**config.mk**
```make
export PLATFORM = sky130hd
export DESIGN_NAME = sr_latch_driver
export DESIGN_NICKNAME = d
export VERILOG_FILES = /design/src/rtl/sr_latch_driver.sv
export SDC_FILE = /design/constraint.sdc
export NUM_CORES = 1
export LEC_CHECK = 0
export ABC_AREA = 1
export CORE_MARGIN = 3
export CORE_UTILIZATION = 50
export CTS_BUF_LIST = sky130_fd_sc_hd__clkbuf_8
export DETAILED_ROUTE_END_ITERATION = 10
export PLACE_DENSITY = 0.79
export SLEW_MARGIN = 20
export SYNTH_ARGS = -nofsm -noshare
export SYNTH_HDL_FRONTEND = slang
export SYNTH_SLANG_ARGS = --single-unit
```
**constraint.sdc**
```tcl
create_clock -name clk -period 4 [get_ports clk]
set_input_delay 0.6 -clock clk [delete_from_list [all_inputs] [get_ports clk]]
set_output_delay 0.6 -clock clk [all_outputs]
set_load 0.01 [all_outputs]
```
**src/rtl/sr_latch_driver.sv**
```systemverilog
// sr_latch_driver
//   Initiator for a bank of WIDTH level-sensitive SR latches. Accepts a
//   one-word write request and derives per-bit Set/Reset strobes from the
//   difference between the requested word and the current latch Q. It drives
//   those strobes together with latch_en for PULSE_CYCLES cycles, then lets
//   the bank settle for one cycle and compares the readback. On a mismatch it
//   retries up to MAX_RETRY times. Completion is signalled by a one-cycle
//   done pulse, and err reports that the retries ran out.
//
// Ports
//   clk      in   system clock, rising edge
//   reset    in   asynchronous active-high reset
//   req      in   write request, sampled only while idle
//   wr_data  in   [WIDTH]  word to store, captured when req is accepted
//   q_in     in   [WIDTH]  latch bank Q readback
//   s_out    out  [WIDTH]  per-bit Set strobes
//   r_out    out  [WIDTH]  per-bit Reset strobes
//   latch_en out  latch transparency enable
//   busy     out  request in progress (PULSE/SETTLE/CHECK)
//   done     out  one-cycle completion pulse
//   err      out  retries exhausted; held until the next request is accepted
module sr_latch_driver #(
  parameter int WIDTH        = 32,
  parameter int PULSE_CYCLES = 2,
  parameter int MAX_RETRY    = 3
) (
  input  logic             clk,
  input  logic             reset,
  input  logic             req,
  input  logic [WIDTH-1:0] wr_data,
  input  logic [WIDTH-1:0] q_in,
  output logic [WIDTH-1:0] s_out,
  output logic [WIDTH-1:0] r_out,
  output logic             latch_en,
  output logic             busy,
  output logic             done,
  output logic             err
);

  localparam int RW = (MAX_RETRY < 1) ? 1 : $clog2(MAX_RETRY + 1);
  localparam int PW = (PULSE_CYCLES <= 1) ? 1 : $clog2(PULSE_CYCLES);

  typedef enum logic [2:0] {
    IDLE,
    PULSE,
    SETTLE,
    CHECK,
    FIN
  } state_t;

  state_t           state_q, state_d;
  logic [WIDTH-1:0] data_q, data_d;
  logic [RW-1:0]    retry_q, retry_d;
  logic [PW-1:0]    pcnt_q, pcnt_d;
  logic [WIDTH-1:0] s_q, s_d;
  logic [WIDTH-1:0] r_q, r_d;
  logic             le_q, le_d;
  logic             busy_q, busy_d;
  logic             done_q, done_d;
  logic             err_q, err_d;

  // Strobe masks against the live readback. While idle the target is the
  // incoming word, otherwise the captured one. Set and Reset are disjoint by
  // construction, and bits that already match are never strobed.
  logic [WIDTH-1:0] tgt;
  logic [WIDTH-1:0] s_new;
  logic [WIDTH-1:0] r_new;

  always_comb begin
    tgt   = (state_q == IDLE) ? wr_data : data_q;
    s_new = tgt & ~q_in;
    r_new = ~tgt & q_in;
  end

  always_comb begin
    state_d = state_q;
    data_d  = data_q;
    retry_d = retry_q;
    pcnt_d  = pcnt_q;
    s_d     = '0;
    r_d     = '0;
    le_d    = 1'b0;
    busy_d  = 1'b0;
    done_d  = 1'b0;
    err_d   = err_q;

    unique case (state_q)
      IDLE: begin
        if (req) begin
          data_d  = wr_data;
          retry_d = '0;
          pcnt_d  = '0;
          err_d   = 1'b0;
          if ((s_new | r_new) == '0) begin
            state_d = FIN;
            done_d  = 1'b1;
          end else begin
            state_d = PULSE;
            s_d     = s_new;
            r_d     = r_new;
            le_d    = 1'b1;
            busy_d  = 1'b1;
          end
        end
      end
      PULSE: begin
        busy_d = 1'b1;
        if (pcnt_q == PW'(PULSE_CYCLES - 1)) begin
          state_d = SETTLE;
        end else begin
          pcnt_d = pcnt_q + PW'(1);
          s_d    = s_q;
          r_d    = r_q;
          le_d   = 1'b1;
        end
      end
      SETTLE: begin
        busy_d  = 1'b1;
        state_d = CHECK;
      end
      CHECK: begin
        if (q_in == data_q) begin
          state_d = FIN;
          done_d  = 1'b1;
        end else if (retry_q != RW'(MAX_RETRY)) begin
          state_d = PULSE;
          retry_d = retry_q + RW'(1);
          pcnt_d  = '0;
          s_d     = s_new;
          r_d     = r_new;
          le_d    = 1'b1;
          busy_d  = 1'b1;
        end else begin
          state_d = FIN;
          done_d  = 1'b1;
          err_d   = 1'b1;
        end
      end
      FIN: begin
        state_d = IDLE;
      end
      default: begin
        state_d = IDLE;
      end
    endcase
  end

  always_ff @(posedge clk or posedge reset) begin
    if (reset) begin
      state_q <= IDLE;
      data_q  <= '0;
      retry_q <= '0;
      pcnt_q  <= '0;
      s_q     <= '0;
      r_q     <= '0;
      le_q    <= 1'b0;
      busy_q  <= 1'b0;
      done_q  <= 1'b0;
      err_q   <= 1'b0;
    end else begin
      state_q <= state_d;
      data_q  <= data_d;
      retry_q <= retry_d;
      pcnt_q  <= pcnt_d;
      s_q     <= s_d;
      r_q     <= r_d;
      le_q    <= le_d;
      busy_q  <= busy_d;
      done_q  <= done_d;
      err_q   <= err_d;
    end
  end

  assign s_out    = s_q;
  assign r_out    = r_q;
  assign latch_en = le_q;
  assign busy     = busy_q;
  assign done     = done_q;
  assign err      = err_q;

endmodule

```
# After elaboration in Yosys (flattened, before gate mapping)
# Cells that the tools add are included.
# word_totals
ff_bits	106
input_bits	67
wordCells	79
# classes
addsub	2
n_bitwise	5
reduce_logical	10
eq_ne	10
mux	42
# op_table
op	n
2-to-1 mux 32 bit	10
case mux 32 bit (3 select lines)	2
bitwise AND 32 bit	2
inverter 32 bit	2
equality test 32 bit	1
logical NOT 32 bit	1
bitwise OR 32 bit	1
2-to-1 mux 1 bit	15
2-to-1 mux 3 bit	5
!= test 2 bit, second input constant	6
case mux 3 bit (4 select lines)	1
AND reduction 4 bit	3
case mux 1 bit (3 select lines)	3
equality test 3 x 2 -> 1 bit, second input constant	2
2-to-1 mux 2 bit	3
case mux 1 bit (2 select lines)	2
case mux 2 bit (2 select lines)	1
AND reduction 2 bit	2
equality test 3 x 1 -> 1 bit, second input constant	1
logical NOT 3 bit	1
nonzero test 3 bit	1
adder 2 x 1 -> 2 bit, second input constant	1
nonzero test 2 bit	1
OR reduction 2 bit	1
adder 1 bit, second input constant	1

# Depth between registers and ports, before layout
# logic_depth
ltp_word	9
depth_mapped	17

# Least setup slack after synthesis
# No wires, ideal clock.
# synth_path
kind	register to register
start	register state_q[1]
end	register s_q[10] (netlist: s_out[10])
arrival_ns	2.384
n_path_buf	3
setup_time_ns	0.116
t_required_ns	3.884
path_slack_ns	1.500
stages_incl_launch_ff	17
cell_sequence	dfrtp_1 -> nor2_1 -> nand2_1 -> buf_2 -> buf_2 -> nand2_1 -> o21ai_0 -> ha_1 -> nand4_1 -> or2_0 -> nor2_1 -> nand2_1 -> nand3_1 -> nand2_4 -> buf_6 -> nand2_2 -> nand2_1
# synth_between
elab_chain_cells	9
# synth_rtl
element	line	rtl
start: declaration	51	state_t state_q, state_d;
start signal: assignment	161	state_q <= state_d;
logical NOT 3 bit	70, 87	
2-to-1 mux 32 bit	70	tgt = (state_q == IDLE) ? wr_data : data_q;
inverter 32 bit	72	r_new = ~tgt & q_in;
bitwise AND 32 bit	72	
bitwise OR 32 bit	94	if ((s_new | r_new) == '0) begin
logical NOT 32 bit	94	
2-to-1 mux 32 bit	94	
2-to-1 mux 32 bit	89	if (req) begin
case mux 32 bit (3 select lines)	87	unique case (state_q)
end signal: assignment	154	s_q <= '0;
end signal: assignment	165	s_q <= s_d;
end: declaration	55	logic [WIDTH-1:0] s_q, s_d;
# Several ways; a longest one is shown, not always the timed one.
# A chain may end at the register's enable or synchronous reset.

# Worst setup path after layout
# layout_path
start	register state_q[1]
end	register r_q[4] (netlist: r_out[4])
# layout_between
elab_chain_cells	9
# layout_rtl
element	line	rtl
logical NOT 3 bit	70, 87	
2-to-1 mux 32 bit	70	
inverter 32 bit	72	
bitwise AND 32 bit	72	
bitwise OR 32 bit	94	
logical NOT 32 bit	94	
2-to-1 mux 32 bit	94	
2-to-1 mux 32 bit	89	
case mux 32 bit (3 select lines)	87	
end signal: assignment	166	r_q <= r_d;
end: declaration	56	logic [WIDTH-1:0] r_q, r_d;
# Several ways; a longest one is shown, not always the timed one.

==> impl_metrics.csv <==
group,metric,value,unit
worst_setup_path,endpoint_kind,"register",
clocking,cts_root_buf,"clkbuf_8",
cells_and_area,syn_to_final_growth,26.0,%
routing,dr.first_iter.drc_count,294,
clocking,cts_buffer_depth,2,
routing,dr_total_vias,5132,
clocking,cts.sinks,106,
pwr,vdd_ir_drop_max,0.314,mV
die,rows,39,
timing,grt_setup_unrepaired,"no",
die,start_util,52.4,%
placed_design,io_buffers,134,
timing,hold_violations,0,
pwr,power.density,636,mW/mm^2
routing,drt-total-wl,15000,microns
routing,wire_per_inst,14.2,microns
cells_and_area,stdcell_count,1055,
synthesis,ys_seq_elements,106,
routing,drtPass1Iterations,5,
placed_design,post-place-cells,1043,
die,fp.coreArea,0.0117,sq mm
synthesis,yosysMostFrequentCell,"nand2_1",
clocking,hold_buffers,0,
timing,tightest_slew,998,ps
worst_setup_path,cp_max_fo,44,
job,cap_violations,0,
worst_setup_path,timing.critical_path.mode_cell,"nand2_1",
timing,setup_viol,0,
worst_setup_path,start_kind,"register",
timing,fin_tns_setup,0,ps
timing,period_minus_slack,2950,ps
timing,fmax,339,MHz
worst_setup_path,cpMaxStageDelayCell,"dfrtp_1",
synthesis,synth.top_cell.area_share,43.2,%
synthesis,synthTopCellsByArea,"dfrtp_1 (43%), nand2_1 (19%), ha_1 (13%)",
clocking,clk_pin_slew,90,ps
pwr,p_leak,4.16,nW
timing,finalCritPeriodShare,73.7,%
cells_and_area,fillers,1020,
global_route,grt_max_degree,59,
die,die_area,0.0136,sq mm
die,io_pins,135,
synthesis,synth_area_per_cell,7.81,sq um
global_route,antenna_found_initial,0,
worst_setup_path,worst-endpoint-required,4260,ps
clocking,h-tree-depth,3,
worst_hold_path,holdCritPathClass,"reg -> reg",
timing,hold_ws,484,ps
global_route,grt_use_total,23.0,%
synthesis,synthArstFlopShare,100,%
die,die_w,117,microns
global_route,grt-ovfl-total,0,
worst_setup_path,path_class,"reg -> reg",
clocking,numCtsBuffers,9,
global_route,grt_pass1_vias,4991,
synthesis,seq_area_frac_synth,43.2,%
synthesis,synth_cell_types,23,
die,fp.dieH,117,microns
timing,drv_slew,0,
routing,antenna_left,0,
placed_design,dpl.hpwl,11100,microns
synthesis,syn_inst,786,
cells_and_area,drive_gt1_share,6.25,%
clocking,clk_latency,370,ps
worst_setup_path,cpPeakStageDelay,420,ps
timing,skew,7.68,ps
cells_and_area,n_antenna_cell,0,
clocking,cts_tree,"built",
worst_setup_path,arrival,3210,ps
clocking,cts_resized,0,
placed_design,gp_congestion,0.813,
synthesis,synth_area_leader_cell,"dfrtp_1",
timing,slew_headroom,33.3,%
synthesis,ys_top_cells_by_count,"nand2_1 (312), inv_1 (113), dfrtp_1 (106)",
status,outcome,"finished clean",
clocking,cts_setup_buffers,0,
worst_setup_path,crit_chain,"nor2_1 > nand2_2 > buf_4 > nand2_1 > o21ai_0 > ha_1 > nand2_1 > nor2_1 > nand4_1 > nor2_1 > nand2_1 > nand3_1 > nand2_4 > buf_12 > nand2_1 > nand2_1",
cells_and_area,nets,1043,
synthesis,synth_edf_count,0,
global_route,grt_pass1_wl,24500,microns
routing,avgViaCountPerCell,4.86,
synthesis,syn_nets,918,
routing,drcViolationCount,0,
synthesis,syn_area,0.00614,sq mm
synthesis,ys_dominant_reg_cell,"dfrtp_1",
synthesis,yosys_warnings,0,
[final timing paths]
path / start / to / slack (ps) / depth (start not counted)
worst max-delay path: state_q[1] / r_out[4] / 1050 / 16
worst min-delay path: r_out[28] / r_out[28] / 480 / 2
worst max register to register: state_q[1] / r_out[4] / 1050 / 16
worst min register to register: r_out[28] / r_out[28] / 480 / 2
max in group asynchronous: reset / s_out[30] / 2550 / 3
min in group asynchronous: reset / s_out[7] / 710 / 2
[power by group]
| part | internal, mW | switching, mW |
|---|---|---|
| Clock | 0.227 | 0.347 |
| Combinational | 1.09 | 1.47 |
| Sequential | 1.48 | 0.298 |
| Total | 2.80 | 2.12 |
[cells by family (layout without fill, tap and decap cells)]
group | after synthesis | count (layout) | synth area share (%)
flops | 106 | 106 | 43.2
fa+ha+maj | 65 | 65 | 13.2
simple gates | 377 | 377 | 24.9
compound gates | 70 | 70 | 5.89
buf+inv | 149 | 275 | 9.99
xor+xnor | 19 | 19 | 2.71
[state kept, by name (all words and copies together) (netlist names)]
register / cells
data_q: 32
r_out: 32
s_out: 32
state_q: 3
retry_q: 2
busy: 1
done: 1
err: 1
latch_en: 1
pcnt_q: 1
[through the flow]
stage / power (mW) / setup WS (ps) / cell area [sq um] / utilization (%)
3_5_place_dp: 4.37 / 893 / 7590 / 64.8
5_1_grt: 5.39 / 707 / 7740 / 66.1
2_1_floorplan: 3.35 / 611 / 6140 / -
4_1_cts: 4.97 / 1060 / 7740 / 66.1
6_report: 4.92 / 1050 / 7740 / 66.1
3_3_place_gp: 4.31 / 947 / 7590 / 64.8
[worst max-delay path, delay by kind of cell (launching register included)]
kind | cells | cell delay, ps
compound gates | 1 | 110
fa+ha+maj | 1 | 300
buf+inv | 2 | 510
flops | 1 | 420
simple gates | 12 | 1430
[layout by cell type, fill, tap and decap left out, types with 2 or more instances in the layout]
master / instances
o21ai_0: 66
clkdlybuf4s50_1: 134
nand2_2: 22
o221ai_1: 2
nand4_1: 8
inv_2: 11
xnor2_1: 19
buf_4: 4
nor2_2: 2
nand2_4: 2
inv_1: 112
nor2_4: 2
nand2_1: 311
ha_1: 65
nand3_1: 9
dfrtp_1: 106
nor2_1: 19
buf_12: 2
clkbuf_8: 10
[routing by layer]
metal	track usage, %	wire, microns
met1	32.3	6990
met3	3.14	638
met4	8.10	360
met5	0	0
met2	36.7	7020
[layout make-up]
cell class                 count  area, sq um  share of cell area (%)
clock buffer                  10          138                    1.78
clock inverter                 2         8.76                   0.113
inverter                     123          464                    6.00
multi-input combinational    531         2880                    37.3
sequential                   106         2650                    34.3
tap                          143          179                    2.31
timing repair buffer         140         1410                    18.2
Power figures use the tool's default switching activity.
